==> config.mk <==
export PLATFORM = sky130hd
export DESIGN_NAME = core_req_agent
export DESIGN_NICKNAME = d
export VERILOG_FILES = /design/src/rtl/core_req_agent.sv
export SDC_FILE = /design/constraint.sdc
export NUM_CORES = 1
export LEC_CHECK = 0
export BUFFER_PORTS_ARGS = -buffer_cell sky130_fd_sc_hd__buf_2
export CELL_PAD_IN_SITES_DETAIL_PLACEMENT = 0
export CELL_PAD_IN_SITES_GLOBAL_PLACEMENT = 1
export CORE_UTILIZATION = 37
export CTS_CLUSTER_DIAMETER = 40
export DETAILED_ROUTE_END_ITERATION = 7
export PLACE_DENSITY = 0.86
export SLEW_MARGIN = 20
export SYNTH_ARGS = -nofsm -noshare
export SYNTH_HDL_FRONTEND = slang
export SYNTH_SLANG_ARGS = --single-unit
==> constraint.sdc <==
create_clock -name clk -period 2.4 [get_ports clk]
set_input_delay 0 -clock clk [delete_from_list [all_inputs] [get_ports clk]]
set_output_delay 0 -clock clk [all_outputs]
set_load 0.005 [all_outputs]
==> src/rtl/core_req_agent.sv <==
// core_req_agent: per-core requester for the butterfly shared-memory network.
// Accepts a core request, issues it as a forward packet, and waits for the
// matching backward packet. Drops are re-issued after an exponential backoff,
// and the result (data or error) is returned to the core.
module core_req_agent #(
    parameter int CORE_ID       = 0,
    parameter int ID_W          = 3,
    parameter int ADDR_W        = 8,
    parameter int DATA_W        = 16,
    parameter int PACKET_W      = 1 + ID_W + ADDR_W + DATA_W,
    parameter int BACK_PACKET_W = ID_W + DATA_W,
    parameter int MAX_RETRIES   = 4,
    parameter int BACKOFF_BASE  = 2,
    parameter int TIMEOUT       = 64,
    parameter int STAT_W        = 8
) (
    input  logic                     clk,
    input  logic                     rst_n,
    input  logic                     req_valid,
    output logic                     req_ready,
    input  logic                     req_we,
    input  logic [ADDR_W-1:0]        req_addr,
    input  logic [DATA_W-1:0]        req_wdata,
    output logic                     resp_valid,
    input  logic                     resp_ready,
    output logic [DATA_W-1:0]        resp_rdata,
    output logic [1:0]               resp_err,
    output logic                     pkt_valid,
    output logic [PACKET_W-1:0]      pkt_out,
    input  logic                     back_valid,
    input  logic [BACK_PACKET_W-1:0] back_in,
    input  logic                     dropped,
    output logic                     busy,
    output logic [STAT_W-1:0]        retry_total,
    output logic                     stray
);

    localparam int unsigned RETRY_W = $clog2(MAX_RETRIES + 1);
    localparam int unsigned TO_W    = (TIMEOUT > 1) ? $clog2(TIMEOUT) : 1;
    localparam int unsigned BO_W    = $clog2((BACKOFF_BASE << 3) + 1);

    localparam logic [2:0] S_IDLE    = 3'd0;
    localparam logic [2:0] S_SEND    = 3'd1;
    localparam logic [2:0] S_WAIT    = 3'd2;
    localparam logic [2:0] S_BACKOFF = 3'd3;
    localparam logic [2:0] S_RESP    = 3'd4;

    localparam logic [ID_W-1:0]    MY_ID     = ID_W'(CORE_ID);
    localparam logic [RETRY_W-1:0] RETRY_MAX = RETRY_W'(MAX_RETRIES);
    localparam logic [TO_W-1:0]    TO_LAST   = TO_W'(TIMEOUT - 1);
    localparam logic [BO_W-1:0]    BO_BASE   = BO_W'(BACKOFF_BASE);

    logic [2:0]          state_q, state_d;
    // Holds the formatted request; also the latched we/addr/wdata.
    logic [PACKET_W-1:0] pkt_q, pkt_d;
    logic [RETRY_W-1:0]  retry_q, retry_d;
    logic [TO_W-1:0]     to_q, to_d;
    logic [BO_W-1:0]     bo_q, bo_d;
    logic [DATA_W-1:0]   rdata_q, rdata_d;
    logic [1:0]          err_q, err_d;
    logic [STAT_W-1:0]   total_q, total_d;
    logic                stray_q, stray_d;

    logic                we_lat;
    logic                id_match;
    logic [DATA_W-1:0]   back_data;
    logic [RETRY_W-1:0]  retry_inc;
    logic [1:0]          bo_shift;

    assign we_lat    = pkt_q[PACKET_W-1];
    assign id_match  = (back_in[BACK_PACKET_W-1 -: ID_W] == MY_ID);
    assign back_data = back_in[DATA_W-1:0];
    assign retry_inc = retry_q + RETRY_W'(1);
    // Backoff exponent is (new retry count - 1) == old count, capped at 3.
    assign bo_shift  = (int'(retry_q) >= 3) ? 2'd3 : 2'(retry_q);

    // Next-state and datapath logic for the request FSM.
    always_comb begin
        state_d = state_q;
        pkt_d   = pkt_q;
        retry_d = retry_q;
        to_d    = to_q;
        bo_d    = bo_q;
        rdata_d = rdata_q;
        err_d   = err_q;
        total_d = total_q;
        stray_d = stray_q;

        if ((back_valid || dropped) && (state_q != S_WAIT)) begin
            stray_d = 1'b1;
        end
        if ((state_q == S_WAIT) && back_valid && !id_match) begin
            stray_d = 1'b1;
        end

        case (state_q)
            S_IDLE: begin
                if (req_valid) begin
                    pkt_d   = {req_we, MY_ID, req_addr, req_wdata};
                    retry_d = '0;
                    state_d = S_SEND;
                end
            end
            S_SEND: begin
                to_d    = '0;
                state_d = S_WAIT;
            end
            S_WAIT: begin
                if (back_valid && id_match) begin
                    rdata_d = we_lat ? '0 : back_data;
                    err_d   = 2'b00;
                    state_d = S_RESP;
                end else if (dropped) begin
                    retry_d = retry_inc;
                    if (total_q != '1) begin
                        total_d = total_q + STAT_W'(1);
                    end
                    if (retry_inc == RETRY_MAX) begin
                        rdata_d = '0;
                        err_d   = 2'b01;
                        state_d = S_RESP;
                    end else begin
                        bo_d    = BO_BASE << bo_shift;
                        state_d = S_BACKOFF;
                    end
                end else if (to_q == TO_LAST) begin
                    rdata_d = '0;
                    err_d   = 2'b10;
                    state_d = S_RESP;
                end else begin
                    to_d = to_q + TO_W'(1);
                end
            end
            S_BACKOFF: begin
                bo_d = bo_q - BO_W'(1);
                if (bo_q <= BO_W'(1)) begin
                    state_d = S_SEND;
                end
            end
            S_RESP: begin
                if (resp_ready) begin
                    state_d = S_IDLE;
                end
            end
            default: begin
                state_d = S_IDLE;
            end
        endcase
    end

    // State and datapath registers.
    always_ff @(posedge clk or negedge rst_n) begin
        if (!rst_n) begin
            state_q <= S_IDLE;
            pkt_q   <= '0;
            retry_q <= '0;
            to_q    <= '0;
            bo_q    <= '0;
            rdata_q <= '0;
            err_q   <= '0;
            total_q <= '0;
            stray_q <= 1'b0;
        end else begin
            state_q <= state_d;
            pkt_q   <= pkt_d;
            retry_q <= retry_d;
            to_q    <= to_d;
            bo_q    <= bo_d;
            rdata_q <= rdata_d;
            err_q   <= err_d;
            total_q <= total_d;
            stray_q <= stray_d;
        end
    end

    assign req_ready   = (state_q == S_IDLE);
    assign resp_valid  = (state_q == S_RESP);
    assign pkt_valid   = (state_q == S_SEND);
    assign busy        = (state_q != S_IDLE);
    assign pkt_out     = pkt_q;
    assign resp_rdata  = rdata_q;
    assign resp_err    = err_q;
    assign retry_total = total_q;
    assign stray       = stray_q;

endmodule
After elaboration in Yosys (flattened, before gate mapping)
Index checks and enable logic that the tools add are counted.

Flip-flop bits (word level): 69. Bits in latches: 0. Bits in writable memories: 0. Bits in read-only memories: 0. Input port bits: 50. Word-level logic and storage cells: 88. Memories: 0.

$add $sub $neg: 4. $mul: 0. Divide/modulo/power cells: 0. Order comparisons: 2. Eq/ne operators: 18. Shift operators: 1. Multiplexer cells: 32. Bitwise operators: 1. Reductions and logical operators: 21.

Operators with widths (number): 2-to-1 mux 16 bit (5); 2-to-1 mux 3 bit (10); AND reduction 4 bit (5); 2-to-1 mux 6 bit (3); 2-to-1 mux 5 bit (3); case mux 3 bit (5 select lines) (1); inequality test 2 bit (second input constant) (7); case mux 6 bit (2 select lines) (1); 2-to-1 mux 2 bit (5); case mux 5 bit (2 select lines) (1); adder 8 x 1 -> 8 bit (second input constant) (1); inequality test 8 bit (second input constant) (1); nonzero test 2 bit (4); adder 6 x 1 -> 6 bit (second input constant) (1); == test 3 x 2 -> 1 bit (second input constant) (2); == test 3 bit (second input constant) (2); == test 6 bit (second input constant) (1); zero test 3 bit (2); case mux 3 bit (2 select lines) (1); nonzero test 3 bit (2); less-or-equal comparator 5 x 1 -> 1 bit (second input constant) (1); left shift 2 x 2 -> 5 bit (first input constant) (1); subtractor 5 x 1 -> 5 bit (second input constant) (1); logical AND 1 bit (4); 13 further kinds (14).

Depth between registers and ports, before layout
Word-level depth: 7. Depth in mapped cells: 7.

Worst setup path before layout
Ideal clock, no wire load.

Path type: register to register. Start: reg retry_q[0]. End: reg bo_q[1]. Library setup time: 0.131 ns. Arrival time: 1.575 ns. Required time: 2.269 ns. Path slack: 0.694 ns. Cell stages (with the launch flop): 7. Clock period less this slack: 1.706 ns. Cells stage by stage: dfrtp_1 -> ha_1 -> ha_1 -> nor4bb_1 -> a21oi_2 -> a311oi_1 -> a21oi_1.

Word-level cells in the longest chain between the ends: 7. Elaborated cells on any way between the ends: 11. Those cells by class: add/sub (1); order compare (1); eq/ne (2); shift (1); mux (5); reduce/logical (1).

Ends and longest elaborated chain: from (decl) (line 56) `logic [RETRY_W-1:0] retry_q, retry_d;`; from (signal assigned) (line 166) `retry_q <= retry_d;`; >= comparator 3 x 2 -> 1 bit (line 75) `assign bo_shift = (int'(retry_q) >= 3) ? 2'd3 : 2'(retry_q);`; 2-to-1 mux 2 bit (line 75); left shift 2 x 2 -> 5 bit (line 123) `bo_d = BO_BASE << bo_shift;`; 2-to-1 mux 5 bit (line 118) `if (retry_inc == RETRY_MAX) begin`; 2-to-1 mux 5 bit (line 113) `end else if (dropped) begin`; 2-to-1 mux 5 bit (line 109) `if (back_valid && id_match) begin`; case mux 5 bit (2 select lines) (line 96) `case (state_q)`; to (signal assigned) (line 168) `bo_q <= bo_d;`; to (decl) (line 58) `logic [BO_W-1:0] bo_q, bo_d;`.

Parallel ways exist; a longest one is shown, timed or not. The select of a mux whose other input is x is not followed. A chain may end at the register's enable or synchronous reset.

Worst setup path after layout
Start: reg state_q[0]. End: reg stray_q (netlist: stray).

Word-level cells in the longest chain between the ends: 4. Elaborated cells on any way between the ends: 7. Those cells by class: eq/ne (2); mux (1); reduce/logical (4).

Ends and longest elaborated chain: from (decl) (line 53) `logic [2:0] state_q, state_d;`; from (signal assigned) (line 164) `state_q <= state_d;`; == test 3 x 2 -> 1 bit (line 92) `if ((state_q == S_WAIT) && back_valid && !id_match) begin`; logical AND 1 bit (2 in a row) (line 92); 2-to-1 mux 1 bit or nonzero test 2 bit (tied branches); to (signal assigned) (line 172) `stray_q <= stray_d;`; to (decl) (line 62) `logic stray_q, stray_d;`.

Parallel ways exist; a longest one is shown, timed or not.

==> run summary <==
outcome -> finished, final reports clean
final std cells w/o fill -> 571
Worst path max stage delay -> 0.56 ns
Crit-path slowest cell -> dlygate4sd3_1
Yosys warnings -> 0
clk_lat worst skew -> 0.33 ns
pwr dens -> 1080 nW/um2
Vias/cell -> 4.76
CTS root buf -> clkbuf_8
period utilisation layout -> 84.9%
Area Overhead vs Synth -> 42.3%
WP data arrival -> 2.25 ns
RR Startpoint -> state_q[0]
fmax -> 0.491 GHz
Register Area -> 1730 um2
GRT Residual Overflow -> 0
Multi-input gate area -> 1260 um2
Synth Flop Type -> dfrtp_1
Crit Path Category -> register to register
Hold Path Depth -> 3
clk_skew -> 0.00983 ns
Crit Path Max Fanout -> 11
Setup crit start kind -> register
r2r setup slk -> 0.36 ns
post-route cell area -> 4430 um2
Antenna Cells -> 0
Switch Pwr -> 0.00162 W
clock network fraction of design power -> 24.3%
IO Port Bufs -> 105
io pins -> 109
Hold Crit Class -> input pin to register
Reg clk slew, reported paths -> 0.07 ns
sequential share of power -> 41.4%
die area -> 8780 um2
Yosys reg bits -> 69
Worst setup EP type -> register
measured slew at the worst slew-check pin -> 0.728 ns
core footprint -> 8180 um2
Setup violations, final -> 0
Mapped Area -> 3110 um2
CTS buffer count -> 9
Worst path top cell family by delay -> simple AND/OR/NAND/NOR gates
sw frac -> 33.9%
DR WL/cell -> 12.9 um
Cells after Synth -> 307
placed wire-length estimate -> 4920 um
Hold Crit Endpoint -> state_q[0]
htree depth -> 3
Tmin final -> 2.04 ns
Synth area leader -> dfrtp_1
Rel. slew slack -> 51.5%
pin count of the biggest net entering global routing -> 35
Placed Area -> 3720 um2
Async S/R FF share, synth -> 100%
FF-to-FF End -> stray
syn_area_per_cell -> 10.1 um2
R2R cell count -> 4
cell with the most instances after synthesis -> nand2_1
Worst Path Required -> 2.61 ns
DRT iter0 DRCs -> 75
Remaining DRCs -> 0
share of layout cells above drive strength 1 -> 28.8%
Pint -> 0.00315 W
vias in the first global route -> 2,716
WL final -> 7380 um
Clock Sinks -> 69
Worst Hold Slack -> 0.0660 ns
CTS Buffer Depth -> 2
Die H -> 93.7 um
Hold Vio Cnt, Final -> 0
placed insts -> 509
initial antenna violation count -> 0
Nets -> 517
Worst Path Buf+Inv -> 1
VDD IR max -> 553 uV
remaining antenna violation count -> 0
via count -> 2,717
CTS tree -> yes
global-route wire length before repair -> 12,400 um
unrepaired setup endpoints after global routing -> no
Max Slew Vio Count -> 0
Total Routing Usage GR -> 17.9%
gpl congestion -> 0.796
leakage power -> 2.33 nW
floorplan row count -> 33
die width -> 93.7 um
source of the worst hold timing path -> dropped
Post-synth top cells -> 89 x nand2_1, 69 x dfrtp_1, 16 x a22o_1, 13 x o21ai_0, 11 x nand3_1
Max-cap violations -> 0
combinational power share -> 34.3%
Setup TNS Final -> 0 ns
fill count -> 758
Seq/Total Area, Yosys -> 55.5%
Starting Density -> 38.1%
synth top area cells -> dfrtp_1 55%, nand2_1 11%, a22o_1 4.5%
worst path cell trace -> or3b_1 > nor4_1 > o21bai_1 > dlygate4sd3_1
Synth top area share -> 55.5%
post-synth cell types -> 48
DRT Pass-1 Iters -> 4
Post-CTS Setup Repair Bufs -> 0
EDFF count, synth -> 0
## power by group through the flow
stage / sequential (W) / clock [W] / combinational [W]
global route: 0.00204 / 0.00124 / 0.00185
detailed placement: 0.00198 / 0 / 0.00160
floorplan: 0.00194 / 0 / 0.000947
CTS: 0.00197 / 0.00118 / 0.00165
finish: 0.00197 / 0.00116 / 0.00163
global placement: 0.00197 / 0 / 0.00156
## state kept, by name, summed over array words and instances, names as in the netlist
register	cells
retry_q	3
retry_total	8
to_q	6
stray	1
bo_q	5
resp_rdata	16
pkt_out	25
state_q	3
resp_err	2
## metal layers
layer | vias to the layer above | share of wire [%] | GRT usage (%)
met5 | - | 0 | 0
met4 | 0 | 2.2 | 8.33
met3 | 14 | 4.6 | 3.64
met2 | 79 | 48 | 29.0
met1 | 1266 | 45 | 22.9
li1 | 1358 | - | -
## how the worst max path moves through the flow
stage	start	to	slack, ns	depth (start not counted)
after floorplan	retry_q[0]	bo_q[1]	0.69	6
after global placement	state_q[0]	resp_rdata[10]	0.56	3
after detailed placement	state_q[0]	resp_rdata[7]	0.48	3
after CTS	state_q[0]	stray	0.37	4
after global routing	state_q[0]	stray	0.27	4
final	state_q[0]	stray	0.36	4
## placed cells by master, fill, tap and decap left out, types with 2 or more instances in the layout
master           n
a21oi_1          7
a22o_1          16
a31oi_1          3
buf_2          105
buf_4            5
bufinv_16        3
clkbuf_8        10
conb_1           3
dfrtp_1         69
dlygate4sd3_1   46
ha_1             6
inv_1           10
nand2_1         89
nand3_1         11
nand3b_1         2
nand4_1          4
nor2_1          10
nor3_1           6
nor4_1           4
nor4b_2          2
o211ai_1         4
o21ai_0         13
or3_1            2
xor2_1           8
## worst min-delay path, cell delays in order
cell,delay [ns]
buf_2,0.17
nand4_1,0.11
a31oi_1,0.07
## area by class of cell
| class | instances | area share (%) |
|---|---|---|
| Tap cell | 105 | 2.97 |
| Multi-Input combinational cell | 215 | 28.5 |
| Clock inverter | 5 | 2.40 |
| Inverter | 10 | 0.847 |
| Sequential cell | 69 | 39.0 |
| Timing Repair Buffer | 156 | 23.1 |
| Clock buffer | 11 | 3.19 |
## logic make-up (layout without fill, tap and decap cells)
family / Yosys count / in the layout / synth area share, %
compound gates: 52 / 52 / 12.3
mux: 2 / 2 / 0.683
fa+ha+maj: 6 / 6 / 2.41
other cells: 1 / 3 / 0.120
flops: 69 / 69 / 55.5
xor+xnor: 8 / 8 / 2.25
buf+inv: 25 / 182 / 4.22
simple gates: 144 / 144 / 22.6
## what timing repair did
| item | 4_1_cts | 5_1_grt |
|---|---|---|
| hold buffers | 46 | 0 |
| hold endpoints to repair | 76 | 0 |
| gates resized for setup | 0 | 0 |
## through the flow
| step | utilization (%) | setup WS, ns | total power (W) |
|---|---|---|---|
| 6_report | 54.2 | 0.362 | 0.00477 |
| 4_1_cts | 54.2 | 0.367 | 0.00480 |
| 5_1_grt | 54.2 | 0.267 | 0.00513 |
| 3_5_place_dp | 45.5 | 0.477 | 0.00357 |
| 3_3_place_gp | 45.5 | 0.558 | 0.00353 |
| 2_1_floorplan | - | 0.694 | 0.00289 |
No activity file was read; power rests on OpenSTA's default activity.
